===== config.mk =====
export PLATFORM = sky130hd
export DESIGN_NAME = reaction_timer
export DESIGN_NICKNAME = d
export VERILOG_FILES = /design/src/rtl/reaction_pkg.sv /design/src/rtl/ms_tick_gen.sv /design/src/rtl/reaction_timer.sv
export SDC_FILE = /design/constraint.sdc
export NUM_CORES = 1
export LEC_CHECK = 0
export CELL_PAD_IN_SITES_DETAIL_PLACEMENT = 1
export CELL_PAD_IN_SITES_GLOBAL_PLACEMENT = 1
export CORE_ASPECT_RATIO = 1.2
export CORE_MARGIN = 4
export CORE_UTILIZATION = 35
export CTS_CLUSTER_SIZE = 14
export DETAILED_ROUTE_END_ITERATION = 8
export PLACE_DENSITY = 0.62
export SYNTH_ARGS = -nofsm -noshare
export SYNTH_HDL_FRONTEND = slang
export SYNTH_SLANG_ARGS = --single-unit

===== constraint.sdc =====
create_clock -name clk -period 6.2 [get_ports clk]
set_input_delay 0.93 -clock clk [delete_from_list [all_inputs] [get_ports clk]]
set_output_delay 0.93 -clock clk [all_outputs]
set_load 0.03 [all_outputs]

===== src/rtl/reaction_pkg.sv =====
// Shared constants for the reaction-time game datapath: millisecond width,
// saturation limit, LFSR feedback taps and the best-score sentinel.
package reaction_pkg;

  localparam int MS_W = 14;
  localparam int MS_MAX = 9999;

  // Fibonacci taps 16,14,13,11 expressed as a mask over lfsr[15:0]
  localparam logic [15:0] LFSR_TAPS = 16'hB400;

  localparam logic [MS_W-1:0] BEST_INIT = 14'h3FFF;

endpackage


===== src/rtl/ms_tick_gen.sv =====
// Millisecond prescaler: one-cycle tick every TICK_DIV clocks, with a
// synchronous clear that restarts the period from zero.
module ms_tick_gen #(
  parameter int TICK_DIV = 50000
) (
  input  logic clk,
  input  logic iResetn,
  input  logic clear,
  output logic tick
);

  localparam int CW = (TICK_DIV > 2) ? $clog2(TICK_DIV) : 1;

  logic [CW-1:0] cnt;

  // While clear is held the count is treated as zero, so no tick escapes.
  assign tick = ~clear & (cnt == CW'(TICK_DIV - 1));

  always_ff @(posedge clk or negedge iResetn) begin
    if (!iResetn) begin
      cnt <= '0;
    end else if (clear || tick) begin
      cnt <= '0;
    end else begin
      cnt <= cnt + 1'b1;
    end
  end

endmodule


===== src/rtl/reaction_timer.sv =====
// Timing datapath for the reaction game: random red-light down count,
// millisecond reaction up count, and last/best score registers.
module reaction_timer
  import reaction_pkg::*;
#(
  parameter int          CLK_FREQ     = 50000000,
  parameter int          TICK_DIV     = CLK_FREQ / 1000,
  parameter int          MIN_DELAY_MS = 1000,
  parameter int          RAND_BITS    = 11,
  parameter int          MAX_MS       = MS_MAX,
  parameter logic [15:0] LFSR_SEED    = 16'hACE1
) (
  input  logic            clk,
  input  logic            iResetn,
  input  logic            startDownCount,
  input  logic            startUpCount,
  input  logic            loadScore,
  output logic            downCountComplete,
  output logic [MS_W-1:0] liveMs,
  output logic [MS_W-1:0] score,
  output logic [MS_W-1:0] bestScore,
  output logic            scoreValid
);

  logic            tick;
  logic [15:0]     lfsr;
  logic [MS_W-1:0] randOff;
  logic [MS_W-1:0] delayLoad;
  logic [MS_W-1:0] downCnt;
  logic            armed;
  logic            startUpCountD;
  logic            upEdge;
  logic            running;

  ms_tick_gen #(.TICK_DIV(TICK_DIV)) uTickGen (
    .clk     (clk),
    .iResetn (iResetn),
    .clear   (startDownCount | startUpCount),
    .tick    (tick)
  );

  always_ff @(posedge clk or negedge iResetn) begin
    if (!iResetn) lfsr <= LFSR_SEED;
    else          lfsr <= {lfsr[14:0], ^(lfsr & LFSR_TAPS)};
  end

  generate
    if (RAND_BITS == 0) begin : gFixedDelay
      assign randOff = '0;
    end else begin : gRandDelay
      assign randOff = MS_W'(lfsr[RAND_BITS-1:0]);
    end
  endgenerate

  assign delayLoad = MS_W'(MIN_DELAY_MS) + randOff;

  always_ff @(posedge clk or negedge iResetn) begin
    if (!iResetn) begin
      downCnt <= '0;
      armed   <= 1'b0;
    end else if (startDownCount) begin
      downCnt <= delayLoad;
      armed   <= 1'b1;
    end else if (tick && (downCnt != '0)) begin
      downCnt <= downCnt - 1'b1;
    end
  end

  assign downCountComplete = armed & (downCnt == '0) & ~startDownCount;

  assign upEdge = startUpCountD & ~startUpCount;

  always_ff @(posedge clk or negedge iResetn) begin
    if (!iResetn) begin
      startUpCountD <= 1'b0;
      running       <= 1'b0;
      liveMs        <= '0;
    end else begin
      startUpCountD <= startUpCount;
      if (startUpCount) begin
        running <= 1'b0;
        liveMs  <= '0;
      end else begin
        if (upEdge)         running <= 1'b1;
        else if (loadScore) running <= 1'b0;
        if (tick && running && (liveMs < MS_W'(MAX_MS)))
          liveMs <= liveMs + 1'b1;
      end
    end
  end

  // Capture uses the register value before any same-cycle tick or clear.
  always_ff @(posedge clk or negedge iResetn) begin
    if (!iResetn) begin
      score      <= '0;
      bestScore  <= BEST_INIT;
      scoreValid <= 1'b0;
    end else if (loadScore) begin
      score      <= liveMs;
      scoreValid <= 1'b1;
      if (liveMs < bestScore) bestScore <= liveMs;
    end
  end

endmodule


==> flow_summary.yaml, run 1 <==
outcome:
  status: "finished clean"
power:
  swShare: 0.208
  p_comb_frac: 0.051
  intPower_w: 0.00103
  sequentialPowerShare: 0.474
  power_leakage_nw: 2.23
  power.share.clock: 0.475
  net-switching-power_w: 0.000270
  p_per_area_nw_per_um2: 243
  peakVddDrop_mv: 0.141
final_layout:
  fillers: 1314
  stdcell_count: 605
  nNetsFinal: 461
  multi_input_area_um2: 1920
  area_growth_pct: 22.0
  drive_gt1_frac: 0.162
  n_antenna_cell: 0
  postLayoutCoreUtil: 0.439
  register_area_um2: 2330
clock_network:
  cts_setup_buffers: 0
  cts_root_buf: "clkbuf_16"
  htreeDepth: 3
  clkSinkCount: 92
  cts.repair.resized: 0
  holdBufCountCts: 0
  clk_path_buf_depth: 2
  tritoncts: "built"
  clk_latency_ps: 340
  numCtsBuffers: 9
  clk_pin_slew_worst_paths_ps: 70
synthesis:
  ys_async_sr_fraction: 1.00
  synth_most_common_cell: "dfrtp_1"
  ys_top_cells_by_count: "dfrtp_1 (70), mux2_2 (28), nand2_1 (24)"
  synth_ff_type: "dfrtp_1"
  ys_types: 43
  ys_top_cells_by_area: "dfrtp_1 (40%), dfstp_2 (13%), mux2_2 (7.2%)"
  synth_area_um2: 4380
  ys_seq_area_frac: 0.532
  synth_nets: 415
  yosysTopAreaCell: "dfrtp_1"
  synth_edf_count: 0
  synth_seq_cells: 92
  yosysWarnings: 0
  synthCells: 393
  synth_top_area_share: 0.400
  avgSynthCellArea_um2: 11.1
timing:
  min_period_ps: 3930
  slew_violations: 0
  finalCritPeriodShare: 0.634
  setup_viol: 0
  worst_pin_slew_ps: 1130
  rsz0062_at_grt: "no"
  fmax_mhz: 254
  hold_viol_final: 0
  relSlewSlack: 0.245
  clock_skew_ps: 7.72
  fin_tns_setup_ps: 0
route:
  drt_wl_total_mm: 9.91
  vias: 3166
  met1_length_mm: 4.49
  drtIter0Drc: 133
  final_antenna_net_count: 0
  top_layer_used: "met4"
  firstDrtPassIters: 4
  drc: 0
  viasPerCell: 5.23
  wl_met2_mm: 5.06
  wire_per_inst_um: 16.4
  wl_met3_um: 243
worst_hold_path:
  worstHoldStart: "lfsr[14]"
  hold_depth: 0
  min_path_type: "register to register"
  hold_end: "lfsr[15]"
placement:
  dp_hpwl_mm: 6.90
  io_buffer_count: 48
  gp_congestion: 0.773
  dp.cells: 589
grt:
  grt_pass1_wl_mm: 16.8
  grt_max_degree: 60
  gr-total-overflow: 0
  grt_util_all_layers: 0.150
  grt_pass1_vias: 3332
  grt_antenna_before_repair: 0
die:
  start_util: 0.360
  die_w_um: 110
  dieArea_um2: 14400
  chipHeight_um: 131
  rows: 44
  coreArea_um2: 12200
  io_pins: 49
setup_path:
  critPathCaptureType: "output pin"
  timing.rr.start: "bestScore[7]"
  cp.arrival_ps: 3000
  reg2reg_slack_ps: 3400
  r2r-end: "bestScore[9]"
  crit_type: "primary input to output pin"
  cp_data_required_time_ps: 5270
  critPathMaxFanout: 18
  r2r_cells: 7
  start_kind: "primary input"
run:
  drv_cap: 0
[cell families (layout without fill, tap and decap cells)]
group	count (synthesis)	after routing	share of synthesized area
flops	92	92	0.532
mux	30	30	0.0766
simple gates	133	133	0.173
buf+inv	34	85	0.0314
compound gates	60	60	0.0843
xor+xnor	27	27	0.0540
fa+ha+maj	17	17	0.0486
[cell usage in the layout (no fill, tap or decap), types with 3 or more instances in the layout]
cell type | synthesis | routed
a21oi_1 | 17 | 17
and3_1 | 8 | 8
and4_1 | 6 | 6
bufinv_16 | 0 | 3
clkbuf_16 | 0 | 9
clkdlybuf4s50_1 | 0 | 47
dfrtp_1 | 70 | 70
dfstp_2 | 22 | 22
ha_1 | 17 | 17
inv_1 | 20 | 20
mux2_2 | 28 | 28
nand2_1 | 24 | 24
nand2b_1 | 4 | 4
nand3_1 | 13 | 13
nand3b_1 | 4 | 4
nand4_1 | 4 | 4
nor2_1 | 22 | 22
nor3_1 | 4 | 4
nor4_1 | 7 | 7
nor4b_1 | 3 | 3
o211ai_1 | 9 | 9
o21ai_0 | 18 | 18
o311ai_0 | 3 | 3
o31ai_1 | 3 | 3
or2_2 | 3 | 3
or3_1 | 13 | 13
or4_1 | 7 | 7
xnor2_1 | 14 | 14
xor2_1 | 13 | 13
[worst max-delay path, stage by stage]
cell and delay, ps:
clkdlybuf4s50_1 730, inv_1 460, and3_1 210, clkdlybuf4s50_1 670
[flip-flops by register name (all words and copies together) (netlist names), 14 cells and up]
register / count
liveMs: 14
uTickGen.cnt: 16
lfsr: 16
downCnt: 14
score: 14
bestScore: 14
[through the flow]
stage          worst slack [ps]  hold WS, ps  area [µm²]  power [W]
2_1_floorplan              3450          333        4380   0.000663
3_3_place_gp               2320          339        5010   0.000692
3_5_place_dp               2260          343        5010   0.000694
4_1_cts                    2250          380        5340    0.00132
5_1_grt                    2130          388        5340    0.00136
6_report                   2270          376        5340    0.00130
[power groups by stage]
| stage | Sequential, W | Combinational, W | Clock (W) |
|---|---|---|---|
| finish | 0.000614 | 0.0000666 | 0.000615 |
| floorplan | 0.000629 | 0.0000333 | 0 |
| global placement | 0.000625 | 0.0000675 | 0 |
| global route | 0.000615 | 0.0000753 | 0.000666 |
| detailed placement | 0.000625 | 0.0000687 | 0 |
| CTS | 0.000614 | 0.0000690 | 0.000638 |
[metal layers]
layer  vias up  track usage
li1       1501            -
met1      1618        0.201
met2        37        0.241
met3        10       0.0305
met4         0       0.0500
met5         -            0
[area by class of cell]
cell class / count / share of cell area
sequential: 92 / 0.436
clock buffer: 11 / 0.0436
tap: 161 / 0.0377
inverter: 20 / 0.0141
multi-input combinational: 267 / 0.359
clock inverter: 5 / 0.0187
timing repair buffer: 49 / 0.0909
[how the worst max path moves through the flow]
stage,slack (ps),startpoint,endpoint,depth (start not counted)
global placement,2320,startDownCount,downCountComplete,4
global route,2130,startDownCount,downCountComplete,4
detailed placement,2260,startDownCount,downCountComplete,4
finish,2270,startDownCount,downCountComplete,4
CTS,2250,startDownCount,downCountComplete,4
floorplan,3450,startDownCount,liveMs[11],7
No activity file was read; power rests on OpenSTA's default activity.
==> inputs of run 2 (changes only) <==
--- a/config.mk
+++ b/config.mk
@@ -12,7 +12,7 @@
 export CORE_UTILIZATION = 35
 export CTS_CLUSTER_SIZE = 14
 export DETAILED_ROUTE_END_ITERATION = 8
-export PLACE_DENSITY = 0.62
+export PLACE_DENSITY = 0.64
 export SYNTH_ARGS = -nofsm -noshare
 export SYNTH_HDL_FRONTEND = slang
 export SYNTH_SLANG_ARGS = --single-unit
==> constraint.sdc (replaced) <==
create_clock -name clk -period 3.2 [get_ports clk]
set_input_delay 0.48 -clock clk [delete_from_list [all_inputs] [get_ports clk]]
set_output_delay 0.48 -clock clk [all_outputs]
set_load 0.03 [all_outputs]
==> run 2 against run 1 <==
Die area did not move. Hold slack worse by 260 ps. Register-to-register slack worse by 2900 ps. Utilization is 0.54 points higher. Cell area up 1.2%. Clock skew shrank 1.6 ps. First-iteration DRC count is 23% lower. Non-clock buffer count rose by 11. Via count up 0.35%. Critical endpoint unchanged.
==> flow_summary.yaml, run 2 (synthesis gave the netlist of run 1 again) <==
power:
  sequentialPowerShare: 0.497
  swShare: 0.234
  power.share.clock: 0.443
  total_power_w: 0.00239
  p_comb_frac: 0.060
  peakVddDrop_mv: 0.229
  p_per_area_nw_per_um2: 443
  power_leakage_nw: 2.28
  intPower_w: 0.00183
  net-switching-power_w: 0.000561
route:
  vias: 3177
  drc: 0
  drt_wl_total_mm: 10.2
  final_antenna_net_count: 0
  viasPerCell: 5.16
  firstDrtPassIters: 4
  drtIter0Drc: 103
  wire_per_inst_um: 16.6
setup_path:
  crit_path_start: "downCnt[0]"
  critPathMaxFanout: 7
  cp.arrival_ps: 2580
  r2r-end: "downCnt[13]"
  crit_type: "register to output pin"
  start_kind: "register"
  r2r_cells: 5
  endpoint: "downCountComplete"
  reg2reg_slack_ps: 500
  cp_data_required_time_ps: 2720
  timing.rr.start: "uTickGen.cnt[11]"
  critPathCaptureType: "output pin"
timing:
  relSlewSlack: 0.602
  hold_viol_final: 0
  min_period_ps: 3060
  worst_pin_slew_ps: 591
  fmax_mhz: 327
  clock_skew_ps: 6.09
  setup_slack_ps: 144
  setup_viol: 0
  finalCritPeriodShare: 0.955
  slew_violations: 0
grt:
  grt_pass1_wl_mm: 17.7
  grt_util_all_layers: 0.157
  grt_max_degree: 53
  gr-total-overflow: 0
  grt_pass1_vias: 3502
  grt_antenna_before_repair: 0
final_layout:
  area_growth_pct: 23.5
  n_antenna_cell: 0
  reg_top3: "lfsr x16, uTickGen.cnt x16"
  drive_gt1_frac: 0.191
  nNetsFinal: 472
  layout_commonest_cell: "dfrtp_1"
  final_cell_mix: "dfrtp_1 (70), clkdlybuf4s50_1 (47), mux2_2 (28), nand2_1 (24)"
clock_network:
  cts_setup_buffers: 0
  tritoncts: "built"
  clk_latency_ps: 340
  numCtsBuffers: 9
  clk_pin_slew_worst_paths_ps: 70
  holdBufCountCts: 0
  clkSinkCount: 92
  htreeDepth: 3
  cts_root_buf: "clkbuf_16"
  clk_path_buf_depth: 2
run:
  drv_cap: 0
placement:
  io_buffer_count: 48
  dp_hpwl_mm: 7.20
  gp_congestion: 0.758
  dp_slack_ps: 400
die:
  io_pins: 49
  chipHeight_um: 131
  die_w_um: 110
  coreArea_um2: 12200
  dieArea_um2: 14400
  start_util: 0.360
  rows: 44
worst_hold_path:
  min_path_type: "primary input to asynchronous set/reset pin"
outcome:
  status: "finished clean"
## run 2: through the flow
step	cells	cell area (µm²)	util	hold slack (ps)	TNS, ps
2_1_floorplan	393	4380	-	184	0
3_3_place_gp	600	5100	0.419	338	0
3_5_place_dp	600	5100	0.419	347	0
4_1_cts	616	5410	0.444	141	0
5_1_grt	616	5410	0.444	153	-12.0
6_report	616	5410	0.444	120	0
## run 2: area by class of cell
class | count | area [µm²]
clock buffer | 12 | 267
clock inverter | 4 | 30.0
fill | 1327 | 6760
inverter | 20 | 75.1
multi-input combinational | 267 | 1920
sequential | 92 | 2330
tap | 161 | 201
timing repair buffer | 60 | 581
## run 2: how the worst min path moves through the flow
stage,from,end,slack (ps)
floorplan,iResetn,armed,180
global placement,lfsr[14],lfsr[15],340
detailed placement,lfsr[14],lfsr[15],350
CTS,iResetn,score[3],140
global route,iResetn,score[3],150
finish,iResetn,score[3],120
## run 2: routing by layer
metal,track usage,vias up,wire length [µm]
met5,0,-,0
met4,0.0478,0,114
met3,0.0270,7,184
met2,0.261,27,5180
met1,0.209,1625,4760
li1,-,1518,-
## run 2: power groups by stage
stage          clock network [W]  registers, W  logic [W]
2_1_floorplan                  0       0.00122  0.0000645
3_3_place_gp                   0       0.00121   0.000146
3_5_place_dp                   0       0.00121   0.000149
4_1_cts                  0.00109       0.00119   0.000150
5_1_grt                  0.00114       0.00119   0.000161
6_report                 0.00106       0.00119   0.000145
## run 2: timing repair
item                                   in CTS  in global routing
setup endpoints to repair                   1                  1
pin swaps                                   0                  0
endpoints found under the hold margin       0                  0
gates resized for setup                     1                  1
## run 2: worst max-delay path, stage by stage, from the launching register on
cell and delay [ps]:
dfrtp_1 420, inv_1 80, ha_1 210, nor4b_2 310
and4b_2 370, and3_1 180, clkdlybuf4s50_1 670
==> inputs of run 3 (changes only) <==
--- a/config.mk
+++ b/config.mk
@@ -13,6 +13,7 @@
 export CTS_CLUSTER_SIZE = 14
 export DETAILED_ROUTE_END_ITERATION = 8
 export PLACE_DENSITY = 0.64
+export RECOVER_POWER = 100
 export SYNTH_ARGS = -nofsm -noshare
 export SYNTH_HDL_FRONTEND = slang
 export SYNTH_SLANG_ARGS = --single-unit
==> run 3 against run 2 <==
The run now ends with max-capacitance violations, max-slew violations left. Combinational power fell by 9.7%. Non-clock buffer count did not move. Maximum frequency about the same. Die area unchanged. Setup slack gained 1.3 ps. Largest power group unchanged. Utilization down 0.38 points. Clock skew down 0.53 ps. Flip-flop and latch count is the same.
==> flow_summary.yaml, run 3 (synthesis gave the netlist of run 1 again) <==
placement:
  place_area_um2: 5100
  gp_congestion: 0.758
  io_buffer_count: 48
  dp_hpwl_mm: 7.20
setup_path:
  cp.arrival_ps: 2570
  critPathMaxFanout: 7
  cp_data_required_time_ps: 2720
  critPathCaptureType: "output pin"
  path_cells: "inv_1 -> ha_1 -> nor4b_2 -> and4b_2 -> and3_1 -> clkdlybuf4s50_1"
  crit_type: "register to output pin"
  max_stage_delay_ps: 670
  crit_slowest_cell: "clkdlybuf4s50_1"
  start_kind: "register"
timing:
  relSlewSlack: -0.489
  slew_violations: 42
  hold_viol_final: 0
  clock_skew_ps: 5.57
  setup_viol: 0
  worst_pin_slew_ps: 2230
  fmax_mhz: 327
  finalCritPeriodShare: 0.955
  min_period_ps: 3050
  timing.hold.ws_ps: 359
final_layout:
  nNetsFinal: 472
  n_antenna_cell: 0
  final_cell_mix: "dfrtp_1 (70), dlygate4sd3_1 (45), mux2_2 (28), nand2_1 (24), nor2_1 (22)"
  fillers: 1335
  reg_top3: "lfsr x16, uTickGen.cnt x16"
  layout_commonest_cell: "dfrtp_1"
  area_growth_pct: 22.4
  drive_gt1_frac: 0.158
  fin_area_um2: 5360
power:
  p_per_area_nw_per_um2: 444
  power_leakage_nw: 2.39
  peakVddDrop_mv: 0.228
  total_power_w: 0.00238
clock_network:
  cts_root_buf: "clkbuf_16"
  clk_path_buf_depth: 2
  clk_pin_slew_worst_paths_ps: 70
  clk_latency_ps: 340
  htreeDepth: 3
  clkSinkCount: 92
  numCtsBuffers: 9
  tritoncts: "built"
die:
  rows: 44
  dieArea_um2: 14400
  coreArea_um2: 12200
  die_w_um: 110
  io_pins: 49
  chipHeight_um: 131
  start_util: 0.360
route:
  vias: 3172
  drtIter0Drc: 99
  drt_wl_total_mm: 10.2
  firstDrtPassIters: 4
  wire_per_inst_um: 16.5
  final_antenna_net_count: 0
  viasPerCell: 5.15
  drc: 0
grt:
  grt_antenna_before_repair: 0
  grt_pass1_wl_mm: 17.7
  grt_max_degree: 53
  grt_util_all_layers: 0.157
  grt_pass1_vias: 3502
  gr-total-overflow: 0
run:
  drv_cap: 1
worst_hold_path:
  min_path_type: "register to register"
outcome:
  status: "finished with violations"
  violations: "max-capacitance violations, max-slew violations"
## run 3: cell count changes in the layout (fill, tap and decap cells not counted)
| cell | change |
|---|---|
| buf_12 | -1 |
| clkbuf_4 | +1 |
| nand4_2 | -1 |
| a211oi_2 | -1 |
| a211oi_1 | +1 |
| dfstp_2 | -7 |
| nand4_1 | +1 |
| clkbuf_1 | +6 |
| dfstp_1 | +7 |
| buf_4 | -6 |
| dlygate4sd3_1 | +45 |
| clkdlybuf4s50_1 | -45 |
## run 3: critical path: cells and delay by family, from the launching register on
family	cells	cell delay (ps)
DFF	1	420
adders and majority gates	1	210
and+or+nand+nor	3	860
buffers and inverters	2	750
## run 3: final cells by class
type,count,area [µm²],share of cell area
timing repair buffer,60,546,0.102
sequential,92,2330,0.435
clock inverter,4,30.0,0.00560
multi-input combinational,267,1910,0.357
clock buffer,12,267,0.0497
inverter,20,75.1,0.0140
tap,161,201,0.0376
## run 3: per-stage QoR
| step | std cells | setup slack [ps] | setup TNS [ps] | util |
|---|---|---|---|---|
| after global placement | 600 | 484 | 0 | 0.419 |
| final | 616 | 145 | 0 | 0.441 |
| after detailed placement | 600 | 400 | 0 | 0.419 |
| after floorplan | 393 | 546 | 0 | - |
| after CTS | 616 | 115 | 0 | 0.444 |
| after global routing | 616 | -12.0 | -12.0 | 0.441 |
## run 3: layer usage
| metal | routed length, µm | vias up | global-route usage |
|---|---|---|---|
| met5 | 0 | - | 0 |
| met4 | 113 | 0 | 0.0478 |
| met3 | 173 | 7 | 0.0270 |
| met2 | 5240 | 27 | 0.261 |
| met1 | 4660 | 1620 | 0.209 |
| li1 | - | 1518 | - |
## run 3: report_power, final
part / switching [W] / leakage, nW / total [W] / internal, W
Sequential: 0.00000978 / 1.17 / 0.00119 / 0.00118
Clock: 0.000463 / 0.146 / 0.00106 / 0.000595
Combinational: 0.0000853 / 1.07 / 0.000131 / 0.0000459
Total: 0.000558 / 2.39 / 0.00238 / 0.00182
## run 3: path summary, 6_finish.rpt
path                                  start                 to  slack [ps]  cells past startpoint
max                              downCnt[0]  downCountComplete         150                      6
min                                lfsr[14]           lfsr[15]         360                      0
max reg2reg                uTickGen.cnt[11]        downCnt[13]         410                      5
min reg2reg                        lfsr[14]           lfsr[15]         360                      0
max in group asynchronous           iResetn    uTickGen.cnt[8]         590                      2
min in group asynchronous           iResetn           score[3]         790                      1
## run 3: repair_timing
action	in CTS	in global routing
hold buffers	0	0
setup endpoints to repair	1	1
gates cloned	0	0
buffers inserted	0	0
gates resized for setup	1	1
